$ cat src/rtl/counter_arbiter_pkg.sv
// -----------------------------------------------------------------------------
// counter_arbiter_pkg
//   Shared definitions for the counter arbiter slice: FSM state encoding and
//   default parameter values used by counter_arbiter and cnt_core.
//   No ports (package).
// -----------------------------------------------------------------------------
package counter_arbiter_pkg;

    // Default number of requesters and counter width.
    localparam int NREQ_DEF = 4;
    localparam int CW_DEF   = 3;

    // Arbiter FSM. The fourth 2-bit code is unreachable and decodes to IDLE.
    typedef enum logic [1:0] {
        IDLE = 2'd0,
        RUN  = 2'd1,
        DONE = 2'd2
    } state_e;

endpackage : counter_arbiter_pkg

$ cat src/rtl/counter_arbiter_cnt_core.sv
// -----------------------------------------------------------------------------
// cnt_core
//   Shared job counter. Clears to zero, otherwise increments by one per enabled
//   cycle and saturates at the terminal value, so it never wraps.
//
//   Ports
//     clk      in   rising-edge clock
//     reset    in   synchronous active-high reset
//     clear    in   force count to zero on the next edge
//     enable   in   count this cycle (ignored once the count equals term)
//     term     in   [CW-1:0] terminal count for the current job
//     cnt      out  [CW-1:0] current count
//     at_term  out  cnt == term
// -----------------------------------------------------------------------------
module cnt_core
    import counter_arbiter_pkg::*;
#(
    parameter int CW = CW_DEF
) (
    input  logic          clk,
    input  logic          reset,
    input  logic          clear,
    input  logic          enable,
    input  logic [CW-1:0] term,
    output logic [CW-1:0] cnt,
    output logic          at_term
);

    logic [CW-1:0] cnt_d;
    logic [CW-1:0] cnt_q;

    assign at_term = (cnt_q == term);
    assign cnt     = cnt_q;

    // NOTE: every always_comb output gets a default on the first line so no
    // path through the block can leave it unassigned and infer a latch.
    always_comb begin
        cnt_d = cnt_q;
        if (clear) begin
            cnt_d = '0;
        end else if (enable && !at_term) begin
            cnt_d = cnt_q + CW'(1);
        end
    end

    // NOTE: registers are written only with non-blocking assignments so every
    // flop samples the values that existed before this clock edge.
    always_ff @(posedge clk) begin
        if (reset) begin
            cnt_q <= '0;
        end else begin
            cnt_q <= cnt_d;
        end
    end

endmodule : cnt_core

$ cat src/rtl/counter_arbiter.sv
// -----------------------------------------------------------------------------
// counter_arbiter
//   Round-robin arbiter that hands a shared counter to one requester at a time.
//   The winner owns the counter from 0 up to its own terminal count, then gets
//   a one-cycle done pulse. Dropping the request mid-job abandons it silently.
//
//   Ports
//     clk    in   rising-edge clock
//     reset  in   synchronous active-high reset (overrides everything)
//     req    in   [NREQ-1:0]    level requests
//     len    in   [NREQ*CW-1:0] terminal counts, slice i at [i*CW +: CW]
//     gnt    out  [NREQ-1:0]    one-hot owner grant while in RUN
//     busy   out  state is not IDLE
//     cnt    out  [CW-1:0]      shared counter value
//     done   out  [NREQ-1:0]    one-hot completion pulse while in DONE
// -----------------------------------------------------------------------------
module counter_arbiter
    import counter_arbiter_pkg::*;
#(
    parameter int NREQ = NREQ_DEF,
    parameter int CW   = CW_DEF
) (
    input  logic               clk,
    input  logic               reset,
    input  logic [NREQ-1:0]    req,
    input  logic [NREQ*CW-1:0] len,
    output logic [NREQ-1:0]    gnt,
    output logic               busy,
    output logic [CW-1:0]      cnt,
    output logic [NREQ-1:0]    done
);

    localparam int IW = (NREQ > 1) ? $clog2(NREQ) : 1;

    state_e        state_d, state_q;
    logic [IW-1:0] owner_d, owner_q;
    logic [IW-1:0] ptr_d,   ptr_q;
    logic [CW-1:0] term_d,  term_q;

    logic          cnt_clear;
    logic          cnt_enable;
    logic          at_term;
    logic          owner_req;

    // Round-robin search results.
    logic [IW-1:0] pick_idx;
    logic          pick_found;
    int            cand;
    logic [IW-1:0] cand_idx;

    assign owner_req = req[owner_q];

    // ------------------------------------------------------------------------
    // Round-robin pick: scan from the requester after the last winner and
    // wrap, so the previous owner is considered last.
    // ------------------------------------------------------------------------
    always_comb begin
        pick_idx   = '0;
        pick_found = 1'b0;
        cand       = 0;
        cand_idx   = '0;
        for (int k = 1; k <= NREQ; k++) begin
            cand     = (int'(ptr_q) + k) % NREQ;
            cand_idx = IW'(cand);
            if (!pick_found && req[cand_idx]) begin
                pick_found = 1'b1;
                pick_idx   = cand_idx;
            end
        end
    end

    // ------------------------------------------------------------------------
    // Job FSM. Owner and terminal count are latched once at job start, so
    // later changes to len or to other requesters cannot disturb the job.
    // ------------------------------------------------------------------------
    always_comb begin
        state_d = state_q;
        owner_d = owner_q;
        ptr_d   = ptr_q;
        term_d  = term_q;
        case (state_q)
            IDLE: begin
                if (pick_found) begin
                    state_d = RUN;
                    owner_d = pick_idx;
                    ptr_d   = pick_idx;
                    term_d  = len[int'(pick_idx)*CW +: CW];
                end
            end
            RUN: begin
                // Abandon is tested first so it wins over a same-cycle match.
                if (!owner_req) begin
                    state_d = IDLE;
                end else if (at_term) begin
                    state_d = DONE;
                end
            end
            DONE: begin
                state_d = IDLE;
            end
            default: begin
                state_d = IDLE;
            end
        endcase
    end

    // Counter control: zero in IDLE (so a new job starts from 0), on abandon,
    // and on leaving DONE; count only while the owner still requests.
    always_comb begin
        cnt_clear  = 1'b0;
        cnt_enable = 1'b0;
        case (state_q)
            IDLE:    cnt_clear  = 1'b1;
            RUN:     begin
                cnt_clear  = !owner_req;
                cnt_enable = owner_req;
            end
            DONE:    cnt_clear  = 1'b1;
            default: cnt_clear  = 1'b1;
        endcase
    end

    always_ff @(posedge clk) begin
        if (reset) begin
            state_q <= IDLE;
            owner_q <= '0;
            // Pointer parks on the last requester so requester 0 wins first.
            ptr_q   <= IW'(NREQ - 1);
            term_q  <= '0;
        end else begin
            state_q <= state_d;
            owner_q <= owner_d;
            ptr_q   <= ptr_d;
            term_q  <= term_d;
        end
    end

    cnt_core #(
        .CW (CW)
    ) u_cnt_core (
        .clk     (clk),
        .reset   (reset),
        .clear   (cnt_clear),
        .enable  (cnt_enable),
        .term    (term_q),
        .cnt     (cnt),
        .at_term (at_term)
    );

    // ------------------------------------------------------------------------
    // Outputs decode straight from registered state, so gnt and done are
    // mutually exclusive and each at most one-hot.
    // ------------------------------------------------------------------------
    always_comb begin
        gnt  = '0;
        done = '0;
        if (state_q == RUN) begin
            gnt[owner_q] = 1'b1;
        end
        if (state_q == DONE) begin
            done[owner_q] = 1'b1;
        end
    end

    assign busy = (state_q != IDLE);

endmodule : counter_arbiter

$ cat config.mk
export PLATFORM = sky130hd
export DESIGN_NAME = counter_arbiter
export DESIGN_NICKNAME = d
export VERILOG_FILES = /design/src/rtl/counter_arbiter_pkg.sv /design/src/rtl/counter_arbiter_cnt_core.sv /design/src/rtl/counter_arbiter.sv
export SDC_FILE = /design/constraint.sdc
export NUM_CORES = 1
export LEC_CHECK = 0
export CELL_PAD_IN_SITES_DETAIL_PLACEMENT = 1
export CELL_PAD_IN_SITES_GLOBAL_PLACEMENT = 1
export CORE_MARGIN = 2
export CORE_UTILIZATION = 33
export CTS_BUF_LIST = sky130_fd_sc_hd__clkbuf_8
export DETAILED_ROUTE_END_ITERATION = 16
export GPL_TIMING_DRIVEN = 0
export PLACE_DENSITY = 0.94
export SLEW_MARGIN = 15
export SYNTH_ARGS = -nofsm -noshare
export SYNTH_HDL_FRONTEND = slang
export SYNTH_SLANG_ARGS = --single-unit
export TNS_END_PERCENT = 20
$ cat constraint.sdc
create_clock -name clk -period 5.3 [get_ports clk]
set_clock_uncertainty 0.2 [all_clocks]
set_input_delay 1.06 -clock clk [delete_from_list [all_inputs] [get_ports clk]]
set_output_delay 1.06 -clock clk [all_outputs]
set_load 0.02 [all_outputs]
==> impl_metrics.json <==
{
  "power.density_nw_per_um2": 283,
  "die_y_um": 52.1,
  "cap_viol_max_count": 0,
  "htreeDepth": 1,
  "pre_cts_ws_ps": 2150,
  "clock_tree.root_cell": "clkbuf_8",
  "final_area_um2": 1130,
  "cp.required_ps": 4040,
  "vias_per_cell": 5.29,
  "syn_inst": 96,
  "grt_usage_pct": 16.7,
  "ant_nets": 0,
  "grt_pass1_wl_mm": 3.46,
  "ys_types": 29,
  "fin_nets": 149,
  "antenna_cells": 0,
  "worstPathArrival_ps": 1650,
  "layout_setup_ws_ps": 2390,
  "synthTopCellsByArea": "dfxtp_1, nor2_1, a211oi_1, a21oi_1, o21ai_0",
  "crit_type": "register to output port",
  "avgRoutedWirePerCell_um": 13.1,
  "postCtsHoldBufs": 0,
  "cts.repair.resized": 0,
  "drt-total-wl_mm": 2.04,
  "endpoint_kind": "output port",
  "status": "finished clean",
  "fmax_mhz": 343,
  "relSlewSlack_pct": 61.6,
  "hold_class": "register to register",
  "die_area_um2": 2710,
  "ir_worst_vdd_mv": 0.179,
  "ios": 30,
  "drtPass1Iterations": 4,
  "fin_crit_sh_pct": 54.9,
  "clk_pin_slew_ps": 50,
  "synth_top_flop_cell": "dfxtp_1",
  "ys_ff_latch": 12,
  "setup_viol": 0,
  "place_area_um2": 1090,
  "core_area_um2": 2190,
  "row_count": 17,
  "overflow": 0,
  "clock_sinks": 12,
  "crit_fanout": 7,
  "clock_latency_ps": 240,
  "grt_pass1_vias": 816,
  "initialDrtViolationCount": 12,
  "hpwl_mm": 1.73,
  "synth-edff-count": 0,
  "synth_seq_area_share_pct": 31.5,
  "fin_setup_tns_ps": 0,
  "final_layout_size_suffix_gt1_share_pct": 7.03,
  "grt_max_degree": 8,
  "finalMaxSlewViolations": 0,
  "ys_async_sr_fraction_pct": 0,
  "gp_congestion": 0.770,
  "syn_to_final_growth_pct": 48.1,
  "synth_top_area_share_pct": 31.5,
  "postSynthAreaPerCell_um2": 7.94,
  "post_cts_buffers": 0,
  "die_x_um": 52.1,
  "hold_violations": 0,
  "tightestPinTransition_ps": 569,
  "port_buffers": 29,
  "fin_crit_ps": 2910,
  "yosysTopAreaCell": "dfxtp_1",
  "synthesis.area_um2": 762,
  "start_kind": "register",
  "cts_inserted_buffers": 3,
  "syn_nets": 115,
  "antenna_found_initial": 0,
  "num_vias": 825,
  "start_util_pct": 34.8,
  "ys_warn_count": 0,
  "drc": 0,
  "rsz0062_at_grt": "no",
  "cts_buffer_depth": 2,
  "tritoncts": "built",
  "power_leakage_uw": 0.000437
}
per-layer routing:
| metal | global-route usage [%] | vias to the layer above | routed length, µm |
|---|---|---|---|
| met1 | 18.8 | 389 | 817 |
| met5 | 0 | - | 0 |
| met4 | 0 | 0 | 0 |
| met3 | 4.31 | 0 | 108 |
| li1 | - | 408 | - |
| met2 | 32.7 | 28 | 1120 |
synthesized netlist by cell type (2+ instances only):
| cell type | n |
|---|---|
| or2_2 | 3 |
| nand2_1 | 3 |
| nor2_1 | 13 |
| a31oi_1 | 4 |
| o21ai_1 | 2 |
| and2b_1 | 2 |
| xnor2_1 | 3 |
| o211ai_1 | 2 |
| a21oi_1 | 7 |
| nor3_1 | 4 |
| a211oi_1 | 6 |
| inv_1 | 6 |
| dfxtp_1 | 12 |
| nand2b_1 | 5 |
| mux2i_1 | 3 |
| o21ai_0 | 7 |
| nor2b_1 | 2 |
final timing paths:
check                     from  slack, ps  cells past startpoint                end
min          u_cnt_core.cnt[2]        350                      2  u_cnt_core.cnt[2]
max reg2reg           ptr_q[0]       3340                      5          term_q[2]
min reg2reg  u_cnt_core.cnt[2]        350                      2  u_cnt_core.cnt[2]
max                 owner_q[1]       2390                      3            done[2]
critical path: stages (launching register included):
cell and delay (ps):
dfxtp_1 440, or2b_1 270, nor2_1 100, clkdlybuf4s50_1 610
cell usage in the layout, fill, tap and decap left out, drive strengths merged, types with 2 or more instances in the layout:
cell           count
a211oi             6
a21oi              7
a31oi              4
and2b              2
clkbuf             3
clkdlybuf4s50     29
dfxtp             12
inv                6
mux2i              3
nand2              3
nand2b             6
nor2              13
nor2b              2
nor3               4
o211ai             2
o21ai              9
or2                3
xnor2              3
through the flow:
stage | utilization, % | std cells | hold WS, ps | total power, µW
final | 51.5 | 156 | 355 | 320
after global routing | 51.5 | 156 | 388 | 342
after CTS | 51.5 | 156 | 353 | 324
after detailed placement | 49.6 | 153 | 343 | 242
after global placement | 49.6 | 153 | 307 | 234
after floorplan | - | 96 | 292 | 196
logic make-up after synthesis:
logic type	after synthesis	share of synthesized area, %
AOI/OAI and AO/OA	30	23.8
xor gates and xnor gates	3	3.45
adders and majority gates	1	1.64
buffers and inverters	7	4.43
DFF	12	31.5
muxes	4	7.39
and+or+nand+nor	39	27.8
flip-flops by register name, summed over array words and instances, names as in the netlist:
signal and flops:
owner_q 2, ptr_q 2, state_q 2, term_q 3
u_cnt_core.cnt 3
cell type report:
class                      instances  area (µm²)
sequential                        12         240
clock buffer                       3        41.3
buffer                             1        11.3
inverter                           6        22.5
timing repair buffer              29         290
fill                             273        1060
multi-input combinational         77         488
tap                               28        35.0
report_power, final:
group | switching, µW | total, µW | internal (µW)
clock network | 30.9 | 80.8 | 49.9
logic | 61.7 | 122 | 60.1
registers | 13.3 | 117 | 104
Note: power is estimated with default switching activity, not from simulation.
